File: src/rtl/pong_pkg.sv
// Shared constants for the Pong match logic: state codes, winner codes and key slices.
// pong_text and the rgb mux decode the same state codes, so they live here.
package pong_pkg;

   localparam logic [2:0] ST_IDLE  = 3'd0;
   localparam logic [2:0] ST_SERVE = 3'd1;
   localparam logic [2:0] ST_PLAY  = 3'd2;
   localparam logic [2:0] ST_POINT = 3'd3;
   localparam logic [2:0] ST_PAUSE = 3'd4;
   localparam logic [2:0] ST_OVER  = 3'd5;

   localparam logic [1:0] WIN_NONE = 2'b00;
   localparam logic [1:0] WIN_L    = 2'b01;
   localparam logic [1:0] WIN_R    = 2'b10;
   localparam logic [1:0] WIN_TIE  = 2'b11;

   // key[3:2] belongs to the left player, key[1:0] to the right player
   localparam int KEY_L_HI = 3;
   localparam int KEY_L_LO = 2;
   localparam int KEY_R_HI = 1;
   localparam int KEY_R_LO = 0;

   function automatic logic [1:0] decide_winner(input logic [6:0] tot_l, input logic [6:0] tot_r);
      if (tot_l > tot_r) begin
         return WIN_L;
      end else if (tot_r > tot_l) begin
         return WIN_R;
      end
      return WIN_TIE;
   endfunction

endpackage

File: src/rtl/pong_edge_det.sv
// One-flop rising-edge detector; the edge output is combinational on the live input.
module pong_edge_det (
   input  logic clk,
   input  logic reset,
   input  logic din,
   output logic rise
);

   logic din_q_reg;

   always_ff @(posedge clk) begin
      if (reset) begin
         din_q_reg <= 1'b0;
      end else begin
         din_q_reg <= din;
      end
   end

   assign rise = din & ~din_q_reg;

endmodule

File: src/rtl/pong_match_ctrl.sv
// Pong match sequencer: serve/play/point/pause/over flow, ball count, hit totals and winner.
// All outputs come straight from flops; pulses appear one cycle after their cause.
module pong_match_ctrl
   import pong_pkg::*;
#(
   parameter int BALLS    = 3,
   parameter int HOLD_MAX = 99
) (
   input  logic       clk,
   input  logic       reset,
   input  logic [3:0] key,
   input  logic       pause_key,
   input  logic [1:0] hit,
   input  logic       miss,
   input  logic       timer_up,
   output logic       gra_still,
   output logic       timer_start,
   output logic [1:0] d_inc,
   output logic       d_clr,
   output logic [1:0] balls_left,
   output logic [1:0] winner,
   output logic [2:0] state
);

   localparam logic [1:0] BALLS_INIT = 2'(BALLS);
   localparam logic [6:0] TOT_MAX    = 7'(HOLD_MAX);

   logic [2:0]       state_reg, state_next;
   logic             armed_reg, armed_next;
   logic [1:0]       balls_reg, balls_next;
   logic [1:0][6:0]  tot_reg, tot_inc, tot_next;
   logic [1:0]       winner_reg, winner_next;
   logic [1:0]       d_inc_reg, d_inc_next;
   logic             gra_still_reg, gra_still_next;
   logic             d_clr_reg, d_clr_next;
   logic             timer_start_reg, timer_start_next;
   logic             pause_rise, any_key, both_keys, timer_ok, ball_dec;

   pong_edge_det u_pause_edge (
      .clk   (clk),
      .reset (reset),
      .din   (pause_key),
      .rise  (pause_rise)
   );

   assign any_key   = |key;
   assign both_keys = (|key[KEY_L_HI:KEY_L_LO]) & (|key[KEY_R_HI:KEY_R_LO]);
   // A timer_up left over from a previous run is ignored until our own start has been seen
   assign timer_ok  = timer_up & armed_reg;

   // Index 0 is the right player, index 1 the left, matching the hit bit order
   for (genvar gi = 0; gi < 2; gi++) begin : g_tot
      assign tot_inc[gi] = (state_reg == ST_PLAY && hit[gi] && tot_reg[gi] < TOT_MAX)
                           ? tot_reg[gi] + 7'd1 : tot_reg[gi];
   end

   always_ff @(posedge clk) begin
      if (reset) begin
         state_reg       <= ST_IDLE;
         armed_reg       <= 1'b0;
         balls_reg       <= BALLS_INIT;
         tot_reg         <= '0;
         winner_reg      <= WIN_NONE;
         d_inc_reg       <= 2'b00;
         gra_still_reg   <= 1'b1;
         d_clr_reg       <= 1'b1;
         timer_start_reg <= 1'b0;
      end else begin
         state_reg       <= state_next;
         armed_reg       <= armed_next;
         balls_reg       <= balls_next;
         tot_reg         <= tot_next;
         winner_reg      <= winner_next;
         d_inc_reg       <= d_inc_next;
         gra_still_reg   <= gra_still_next;
         d_clr_reg       <= d_clr_next;
         timer_start_reg <= timer_start_next;
      end
   end

   always_comb begin
      state_next = state_reg;
      ball_dec   = 1'b0;
      case (state_reg)
         ST_IDLE: begin
            if (any_key) begin
               state_next = ST_SERVE;
               ball_dec   = 1'b1;
            end
         end
         ST_SERVE: begin
            if (timer_ok && both_keys) begin
               state_next = ST_PLAY;
            end
         end
         ST_PLAY: begin
            if (miss) begin
               if (balls_reg == 2'd0) begin
                  state_next = ST_OVER;
               end else begin
                  state_next = ST_POINT;
                  ball_dec   = 1'b1;
               end
            end else if (pause_rise) begin
               state_next = ST_PAUSE;
            end
         end
         ST_POINT: begin
            if (timer_ok) begin
               state_next = ST_SERVE;
            end
         end
         ST_PAUSE: begin
            if (pause_rise) begin
               state_next = ST_PLAY;
            end
         end
         ST_OVER: begin
            if (timer_ok) begin
               state_next = ST_IDLE;
            end
         end
         default: state_next = ST_IDLE;
      endcase
   end

   always_comb begin
      balls_next  = ball_dec ? balls_reg - 2'd1 : balls_reg;
      tot_next    = tot_inc;
      winner_next = winner_reg;
      d_inc_next  = (state_reg == ST_PLAY) ? hit : 2'b00;
      // Winner includes a hit that lands in the same cycle as the final miss
      if (state_next == ST_OVER && state_reg != ST_OVER) begin
         winner_next = decide_winner(tot_inc[1], tot_inc[0]);
      end
      if (state_next == ST_IDLE) begin
         balls_next  = BALLS_INIT;
         tot_next    = '0;
         winner_next = WIN_NONE;
      end
      gra_still_next   = (state_next != ST_PLAY);
      d_clr_next       = (state_next == ST_IDLE);
      timer_start_next = (state_next != state_reg) &&
                         (state_next == ST_SERVE || state_next == ST_POINT || state_next == ST_OVER);
      armed_next       = (state_next != state_reg) ? 1'b0 : (armed_reg | timer_start_reg);
   end

   always_ff @(posedge clk) begin
      if (!reset && ball_dec) begin
         assert (balls_reg != 2'd0);
      end
   end

   assign state       = state_reg;
   assign balls_left  = balls_reg;
   assign winner      = winner_reg;
   assign d_inc       = d_inc_reg;
   assign gra_still   = gra_still_reg;
   assign d_clr       = d_clr_reg;
   assign timer_start = timer_start_reg;

endmodule

File: config.mk
export PLATFORM = sky130hd
export DESIGN_NAME = pong_match_ctrl
export DESIGN_NICKNAME = d
export VERILOG_FILES = /design/src/rtl/pong_pkg.sv /design/src/rtl/pong_edge_det.sv /design/src/rtl/pong_match_ctrl.sv
export SDC_FILE = /design/constraint.sdc
export NUM_CORES = 1
export LEC_CHECK = 0
export BUFFER_PORTS_ARGS = -buffer_cell sky130_fd_sc_hd__buf_2
export CAP_MARGIN = 20
export CORE_UTILIZATION = 50
export DETAILED_ROUTE_END_ITERATION = 16
export PLACE_DENSITY_LB_ADDON = 0.05
export SYNTH_ARGS = -nofsm -noshare
export SYNTH_HDL_FRONTEND = slang
export SYNTH_SLANG_ARGS = --single-unit
File: constraint.sdc
create_clock -name clk -period 2.8 [get_ports clk]
set_input_delay 0.28 -clock clk [delete_from_list [all_inputs] [get_ports clk]]
set_output_delay 0.28 -clock clk [all_outputs]
set_load 0.01 [all_outputs]
==> out/metrics.csv, run 1 <==
stage;metric;value;unit
synth;EDFF count, synth;0;
power_and_ir_drop;Pleak;0.747;nW
cells_and_area;# diodes;0;
cells_and_area;Layout area overhead;12.3;%
worst_setup_path;crit path max fanout;9;
synth;Gate Count Post-Synth;169;
synth;post-synth top area cell;dfxtp_1;
global_routing;grt ovf;0;
worst_setup_path;Critical Path Sink Type;flip-flop;
worst_setup_path;Worst Path Arrival;2.78;ns
clocking;CTS max path bufs;2;
die;core box area;0.00283;mm2
global_routing;gr usage total;0.198;
cells_and_area;fillers;251;
synth;library cells used by synthesis;47;
synth;Yosys reg bits;28;
clocking;clock latency on the worst-skew pair;0.33;ns
job;Max-Cap Viols;0;
global_routing;first-pass GRT wire length;5040;um
cells_and_area;number of flip-flops in the largest register;13;
synth;register area share after synthesis;0.366;
sta;RSZ-0062 raised after global routing;no;
place;Final GP Congestion;0.876;
route;DR vias/cell;5.54;
die;I/O Pins;23;
place;dpl cells;220;
power_and_ir_drop;PwrDens;456;mW/mm2
global_routing;vias in the first global route;1187;
clocking;number of cells upsized or downsized after cts;0;
clocking;CTS sink count;28;
die;Chip Width;57.3;um
clocking;Post CTS Setup Buffer Count;0;
sta;Final Max Slew Viols;0;
status;status;complete, but fails checks;
route;First DRT Iteration DRCs;90;
die;Total Die Area;0.00329;mm2
synth;top cell type's share of synthesized area;0.366;
worst_setup_path;slowest cell on the critical path;dfxtp_1;
sta;achievable frequency;398;MHz
route;TritonRoute pass-1 iters;10;
synth;Post-synth top cells;dfxtp_1 (28), nor2_1 (24), nor2b_1 (12);
synth;most common cell in the netlist;dfxtp_1;
sta;clock skew;0.00626;ns
power_and_ir_drop;total chip power;0.000785;W
global_routing;largest net degree at the start of global routing;20;
place;PortBufs;22;
clocking;H-tree Lvls;1;
worst_setup_path;CP cell instances;nand4bb_4 > nor2_1 > nand4_1 > nor2_1 > xor2_1 > ha_1 > nand4_1 > or3_1 > a311oi_2;
sta;Worst-Margin Slew;0.553;ns
die;die span in y;57.3;um
cells_and_area;Layout Cells excl Fill;224;
sta;Period minus WS final;2.51;ns
sta;Relative slew margins;0.628;
synth;Top FF cell, synth;dfxtp_1;
sta;Setup TNS Final;0;ns
synth;Yosys Warn Count;0;
cells_and_area;share of cells above drive strength 1;0.197;
synth;mean post-synth cell area;9.06;um2
power_and_ir_drop;Max VDD drop;0.000311;V
worst_setup_path;Worst setup SP type;flip-flop;
route;DRC viols;3;
synth;Mapped Area;0.00153;mm2
die;initial core utilization;0.541;
sta;Final Cycle Share;0.897;
clocking;Hold Buf Count CTS;0;
route;via count;1241;
cells_and_area;final-stage net count;214;
sta;final hold vios;0;
min_path;Hold Path Class;in -> reg;
route;Avg WL per Cell;12.6;um
global_routing;initial antenna violation count;0;
clocking;total CTS buffers;3;
worst_setup_path;peak per-stage delay on the critical path;0.42;ns
sta;final setup fails;0;
synth;Async S/R FF share, synth;0;
place;detailed placement HPWL;2190;um
synth;syn nets;189;
clocking;Worst-path clk slew;0.15;ns
synth;leading post-synthesis cells by cell area;dfxtp_1 (37%), ha_1 (7.4%), nor2_1 (5.9%);
status;failing checks;design-rule violations;
worst_setup_path;CP Class;reg -> reg;
route;ANT nets after route;0;
cells_and_area;fin util;0.608;
clocking;CTS tree;done;
die;number of core rows;19;
route;Routed WL;2830;um
worst_setup_path;worst path required time;3.06;ns
clocking;clk root buf;clkbuf_4;
critical path: cells and delay by family, from the launching register on:
family | cells | cell delay [ns]
AOI/OAI and AO/OA | 1 | 0.25
xor gates and xnor gates | 1 | 0.11
adders and majority gates | 1 | 0.31
DFF | 1 | 0.42
and+or+nand+nor | 6 | 1.36
placed cells by master (no fill, tap or decap), types with 2 or more instances in the layout:
| cell type | n |
|---|---|
| nor2b_1 | 12 |
| o2111ai_1 | 2 |
| buf_2 | 22 |
| nand2b_1 | 5 |
| o21ai_0 | 4 |
| nand4_1 | 5 |
| o22ai_1 | 2 |
| or3_1 | 2 |
| a21oi_1 | 7 |
| mux2_2 | 2 |
| nand2_1 | 9 |
| dfxtp_1 | 28 |
| ha_1 | 9 |
| inv_1 | 9 |
| a21o_1 | 3 |
| and2_1 | 3 |
| xor2_1 | 4 |
| clkbuf_4 | 3 |
| nand3_1 | 4 |
| nor2_1 | 24 |
| xnor2_1 | 7 |
path summary, 6_finish.rpt:
path	startpoint	end	slack, ns	cells past startpoint
setup / recovery	state[0]	winner[0]	0.29	9
setup reg to reg	state[0]	winner[0]	0.29	9
hold reg to reg	winner[1]	winner[1]	0.53	2
hold / removal	pause_key	u_pause_edge.din_q_reg	0.17	2
through the flow:
step,hold WS (ns),setup WS [ns],instance area (um2)
after CTS,0.160,0.283,1720
after global routing,0.164,0.111,1720
final,0.173,0.287,1720
after floorplan,0.408,0.479,1530
after detailed placement,0.500,0.320,1670
after global placement,0.478,0.352,1670
power by group:
part / internal [W] / switching [W]
sequential: 0.000412 / 0.0000106
clock: 0.000145 / 0.000118
combinational: 0.0000436 / 0.0000564
total: 0.000600 / 0.000185
metal layers:
metal,share of wire,wire (um),vias to the layer above,GRT usage
met5,0,0,-,0
met4,0.013,38,0,0.0592
met3,0.043,122,4,0.0476
met2,0.47,1330,30,0.336
met1,0.47,1340,563,0.248
li1,-,-,644,-
area by class of cell:
cell class / count / area (um2) / share of cell area
multi-input cells: 129 / 917 / 0.533
flip-flops and latches: 28 / 561 / 0.326
repair buffers: 23 / 118 / 0.0684
well taps: 31 / 38.8 / 0.0225
inverters: 9 / 33.8 / 0.0196
clock inverters: 1 / 30.0 / 0.0175
clock buffers: 3 / 22.5 / 0.0131
logic make-up (layout without fill, tap and decap cells):
family	Yosys count	in the layout	share of synthesized area
and+or+nand+nor	71	71	0.262
AOI/OAI and AO/OA	34	34	0.172
DFF	28	28	0.366
buffers and inverters	12	36	0.0351
xor gates and xnor gates	11	11	0.0629
adders and majority gates	10	10	0.0809
muxes	3	3	0.0212
No activity file was read; power rests on OpenSTA's default activity.
==> inputs of run 2 (changes only) <==
Settings changed: RECOVER_POWER set to 50.
==> out/metrics.csv, run 2 (same netlist as run 1, synthesis figures left out) <==
stage;metric;value;unit
sta;RSZ-0062 raised after global routing;no;
die;Chip Width;57.3;um
global_routing;initial antenna violation count;0;
route;ANT nets after route;0;
worst_setup_path;Critical Path Sink Type;flip-flop;
power_and_ir_drop;Pleak;0.707;nW
sta;final setup fails;0;
cells_and_area;most common cell after layout, fill and taps aside;dfxtp_1;
worst_setup_path;worst path required time;3.06;ns
clocking;Post CTS Setup Buffer Count;0;
route;First DRT Iteration DRCs;93;
cells_and_area;number of flip-flops in the largest register;13;
sta;final hold vios;0;
clocking;CTS tree;done;
die;die span in y;57.3;um
place;detailed placement HPWL;2190;um
place;PortBufs;22;
die;initial core utilization;0.541;
route;Avg WL per Cell;12.7;um
die;I/O Pins;23;
sta;Final Cycle Share;0.898;
sta;clock skew;0.00675;ns
power_and_ir_drop;Max VDD drop;0.000311;V
route;DRC viols;3;
die;number of core rows;19;
sta;Setup TNS Final;0;ns
global_routing;largest net degree at the start of global routing;20;
route;TritonRoute pass-1 iters;10;
worst_setup_path;CP Class;reg -> reg;
clocking;number of cells upsized or downsized after cts;0;
clocking;CTS sink count;28;
cells_and_area;commonest cells after routing, fill and taps aside;dfxtp_1 (28), nor2_1 (24), clkbuf_1 (13);
clocking;clock latency on the worst-skew pair;0.33;ns
sta;Period minus WS final;2.52;ns
clocking;Hold Buf Count CTS;0;
global_routing;first-pass GRT wire length;5040;um
cells_and_area;final-stage net count;214;
worst_setup_path;Worst setup SP type;flip-flop;
power_and_ir_drop;PwrDens;460;mW/mm2
route;Routed WL;2850;um
route;Max Used Layer;met4;
die;Total Die Area;0.00329;mm2
cells_and_area;# diodes;0;
route;wire length on met1;1340;um
sta;achievable frequency;397;MHz
cells_and_area;fin util;0.600;
worst_setup_path;crit path max fanout;9;
place;Final GP Congestion;0.876;
route;Routed met3 length;134;um
route;DR vias/cell;5.60;
job;Max-Cap Viols;0;
place;pre-CTS setup slack;0.320;ns
min_path;Hold Path Class;in -> reg;
sta;PnR worst setup slack;0.284;ns
clocking;CTS max path bufs;2;
sta;worst hold slack;0.172;ns
clocking;clk root buf;clkbuf_4;
clocking;Worst-path clk slew;0.15;ns
clocking;total CTS buffers;3;
sta;Final Max Slew Viols;0;
status;status;complete, but fails checks;
sta;Relative slew margins;0.629;
worst_setup_path;Worst Path Arrival;2.78;ns
cells_and_area;share of cells above drive strength 1;0.124;
route;routed wl met2;1340;um
global_routing;vias in the first global route;1187;
cells_and_area;Layout area overhead;10.9;%
status;failing checks;design-rule violations;
global_routing;grt ovf;0;
global_routing;gr usage total;0.198;
die;core box area;0.00283;mm2
route;via count;1255;
sta;Worst-Margin Slew;0.552;ns
clocking;H-tree Lvls;1;
## run 2: cell types whose count changed in the layout (fill, tap and decap cells not counted), sizes merged
| cell | change |
|---|---|
| buf | -13 |
| clkbuf | +13 |
## run 2: path summary, 6_finish.rpt
path | cells after the start | to | startpoint | slack (ns)
worst max-delay path | 9 | winner[0] | state[0] | 0.28
worst min-delay path | 2 | u_pause_edge.din_q_reg | pause_key | 0.17
worst max register to register | 9 | winner[0] | state[0] | 0.28
worst min register to register | 2 | winner[1] | winner[1] | 0.54
## run 2: critical path, stage by stage, from the launching register on
cell and delay [ns]:
dfxtp_1 0.41, nand4bb_4 0.29, nor2_1 0.21, nand4_1 0.14
nor2_1 0.16, xor2_1 0.11, ha_1 0.31, nand4_1 0.15
or3_1 0.42, a311oi_2 0.25
## run 2: layer usage
metal,up-vias,GRT usage
met3,6,0.0476
li1,644,-
met5,-,0
met2,32,0.336
met1,573,0.248
met4,0,0.0592
## run 2: area by class of cell
class                   count  area [um2]
multi-input cells         129         913
repair buffers             23        98.8
clock buffers               3        22.5
well taps                  31        38.8
flip-flops and latches     28         561
fillers                   259        1130
inverters                   9        33.8
clock inverters             1        30.0
## run 2: metrics by stage
step / cell area (um2) / total power (W) / instances
after floorplan: 1530 / 0.000502 / 169
after global placement: 1670 / 0.000530 / 220
after detailed placement: 1670 / 0.000532 / 220
after CTS: 1720 / 0.000800 / 224
after global routing: 1700 / 0.000829 / 224
final: 1700 / 0.000782 / 224
## run 2: power breakdown
| group | leakage, nW | internal [W] | switching (W) |
|---|---|---|---|
| logic | 0.452 | 0.0000403 | 0.0000564 |
| clock network | 0.0279 | 0.000145 | 0.000118 |
| registers | 0.227 | 0.000412 | 0.0000108 |
==> inputs of run 3 (changes only) <==
Settings changed: CORE_ASPECT_RATIO set to 0.75.
Clock period 2.8 ns to 2.5 ns, I/O delays scaled along.
==> out/metrics.csv, run 3 (same netlist as run 1, synthesis figures left out) <==
stage;metric;value;unit
sta;clock skew;0.00848;ns
route;DR vias/cell;5.58;
worst_setup_path;CP bufs+invs;0;
route;First DRT Iteration DRCs;82;
die;initial core utilization;0.554;
route;Routed WL;3110;um
cells_and_area;final-stage net count;218;
die;number of core rows;16;
route;via count;1299;
place;detailed placement HPWL;2320;um
global_routing;grt ovf;0;
cells_and_area;fillers;232;
place;dpl cells;228;
sta;Period minus WS final;2.39;ns
worst_setup_path;CP cell instances;a2111o_1 > a21o_1 > mux2_2 > ha_1 > a21oi_1 > maj3_2 > o211a_1 > nor3_2;
global_routing;met2 global-route usage;0.294;
status;status;completed;
worst_setup_path;setup slack, reg-to-reg;0.11;ns
power_and_ir_drop;Clk pwr share;0.317;
global_routing;M3 GR Usage;0.0486;
cells_and_area;commonest cells after routing, fill and taps aside;dfxtp_1 (25), nor2_1 (22), nor2b_1 (12), buf_2 (12), clkbuf_1 (12);
route;TritonRoute pass-1 iters;4;
global_routing;grt peak-use layer;met1;
min_path;hold endpoint;u_pause_edge.din_q_reg;
power_and_ir_drop;Pleak;0.731;nW
clocking;CTS max path bufs;2;
cells_and_area;most common cell after layout, fill and taps aside;dfxtp_1;
die;Chip Width;65.9;um
power_and_ir_drop;switching power total;0.000212;W
global_routing;gr usage total;0.205;
clocking;clk root buf;clkbuf_8;
worst_setup_path;Worst R2R Path Depth;8;
sta;Final Cycle Share;0.957;
place;DP Area;0.00170;mm2
job;Max-Cap Viols;0;
global_routing;first-pass GRT wire length;5190;um
sta;achievable frequency;418;MHz
power_and_ir_drop;combinational power share;0.139;
die;die span in y;49.9;um
die;Total Die Area;0.00329;mm2
place;Final GP Congestion;0.894;
power_and_ir_drop;PwrDens;491;mW/mm2
min_path;Hold Path Class;in -> reg;
clocking;H-tree Lvls;1;
die;I/O Pins;23;
worst_setup_path;slowest cell on the critical path;a2111o_1;
min_path;worst hold stages;2;
worst_setup_path;Critical R2R Capture;winner[1];
worst_setup_path;crit path max fanout;5;
cells_and_area;# diodes;0;
cells_and_area;number of flip-flops in the largest register;13;
power_and_ir_drop;Sw Ratio;0.246;
worst_setup_path;worst r2r src;tot_reg[1];
worst_setup_path;CP Class;reg -> reg;
route;DRC viols;0;
place;PortBufs;22;
route;ANT nets after route;0;
worst_setup_path;worst path required time;2.70;ns
cells_and_area;Layout area overhead;15.0;%
worst_setup_path;Critical Path Sink Type;flip-flop;
global_routing;largest net degree at the start of global routing;20;
clocking;clock latency on the worst-skew pair;0.27;ns
sta;final setup fails;0;
global_routing;initial antenna violation count;0;
worst_setup_path;delay-heaviest family, CP;compound AO/OA/AOI/OAI gates;
cells_and_area;share of cells above drive strength 1;0.183;
worst_setup_path;Worst setup SP type;flip-flop;
power_and_ir_drop;Int Pwr;0.000652;W
power_and_ir_drop;Max VDD drop;0.000313;V
cells_and_area;final instance area;0.00176;mm2
worst_setup_path;peak per-stage delay on the critical path;0.44;ns
sta;final hold vios;0;
sta;Relative slew margins;0.646;
global_routing;vias in the first global route;1150;
clocking;CTS sink count;28;
clocking;CTS tree;done;
min_path;Hold Path Origin;pause_key;
clocking;Hold Buf Count CTS;0;
clocking;total CTS buffers;3;
die;core box area;0.00276;mm2
clocking;Worst-path clk slew;0.09;ns
worst_setup_path;Worst Path Arrival;2.59;ns
sta;Worst-Margin Slew;0.526;ns
sta;Final Max Slew Viols;0;
cells_and_area;Layout Cells excl Fill;233;
sta;worst hold slack;0.225;ns
power_and_ir_drop;sequential share of power;0.544;
global_routing;grt met1 use;0.304;
route;Avg WL per Cell;13.3;um
[run 3: changes by cell type in the layout (fill, tap and decap cells not counted), moves of 2 or more]
cell | before | now
dfxtp_1 | 28 | 25
clkbuf_8 | 0 | 4
buf_4 | 0 | 3
dfxtp_2 | 0 | 3
nor2_1 | 24 | 22
clkbuf_4 | 3 | 0
buf_2 | 10 | 12
[run 3: how the worst max path moves through the flow]
stage / startpoint / end / slack (ns) / cells past startpoint
2_1_floorplan: tot_reg[0] / winner[0] / 0.18 / 8
3_3_place_gp: tot_reg[0] / winner[0] / 0.13 / 8
3_5_place_dp: tot_reg[0] / winner[0] / 0.06 / 8
4_1_cts: tot_reg[0] / winner[0] / 0.04 / 8
5_1_grt: state[2] / winner[0] / -0.06 / 9
6_report: tot_reg[1] / winner[1] / 0.11 / 8
[run 3: power by group through the flow]
stage / registers (W) / clock network [W] / logic (W)
finish: 0.000470 / 0.000274 / 0.000120
CTS: 0.000470 / 0.000287 / 0.000124
detailed placement: 0.000480 / 0 / 0.000123
global route: 0.000472 / 0.000302 / 0.000135
floorplan: 0.000487 / 0 / 0.0000753
global placement: 0.000479 / 0 / 0.000121
[run 3: area by class of cell]
class / count / area (um2) / share of cell area
Timing Repair Buffer: 27 / 128 / 0.0725
Tap cell: 36 / 45.0 / 0.0256
Inverter: 9 / 33.8 / 0.0192
Sequential cell: 28 / 564 / 0.321
Clock buffer: 4 / 55.1 / 0.0313
Multi-Input combinational cell: 129 / 935 / 0.531
[run 3: timing repair]
action	4_1_cts	5_1_grt
setup endpoints to repair	0	2
setup buffers	0	1
resized for setup	0	8
[run 3: per-stage QoR]
| step | util | power (W) | setup slack (ns) | setup TNS, ns |
|---|---|---|---|---|
| global route | 0.637 | 0.000909 | -0.0644 | -0.0644 |
| finish | 0.637 | 0.000864 | 0.108 | 0 |
| detailed placement | 0.614 | 0.000603 | 0.0583 | 0 |
| CTS | 0.634 | 0.000881 | 0.0411 | 0 |
| global placement | 0.614 | 0.000600 | 0.128 | 0 |
| floorplan | - | 0.000562 | 0.179 | 0 |
[run 3: per-layer routing]
metal	up-vias	routed length (um)
li1	654	-
met1	608	1600
met2	30	1330
met3	7	138
met4	0	39
met5	-	0
[run 3: worst register-to-register path, cell delays in order (launching register included)]
cell and delay, ns:
dfxtp_2 0.35, a2111o_1 0.44, a21o_1 0.19, mux2_2 0.29, ha_1 0.30, a21oi_1 0.07, maj3_2 0.31, o211a_1 0.22
nor3_2 0.14
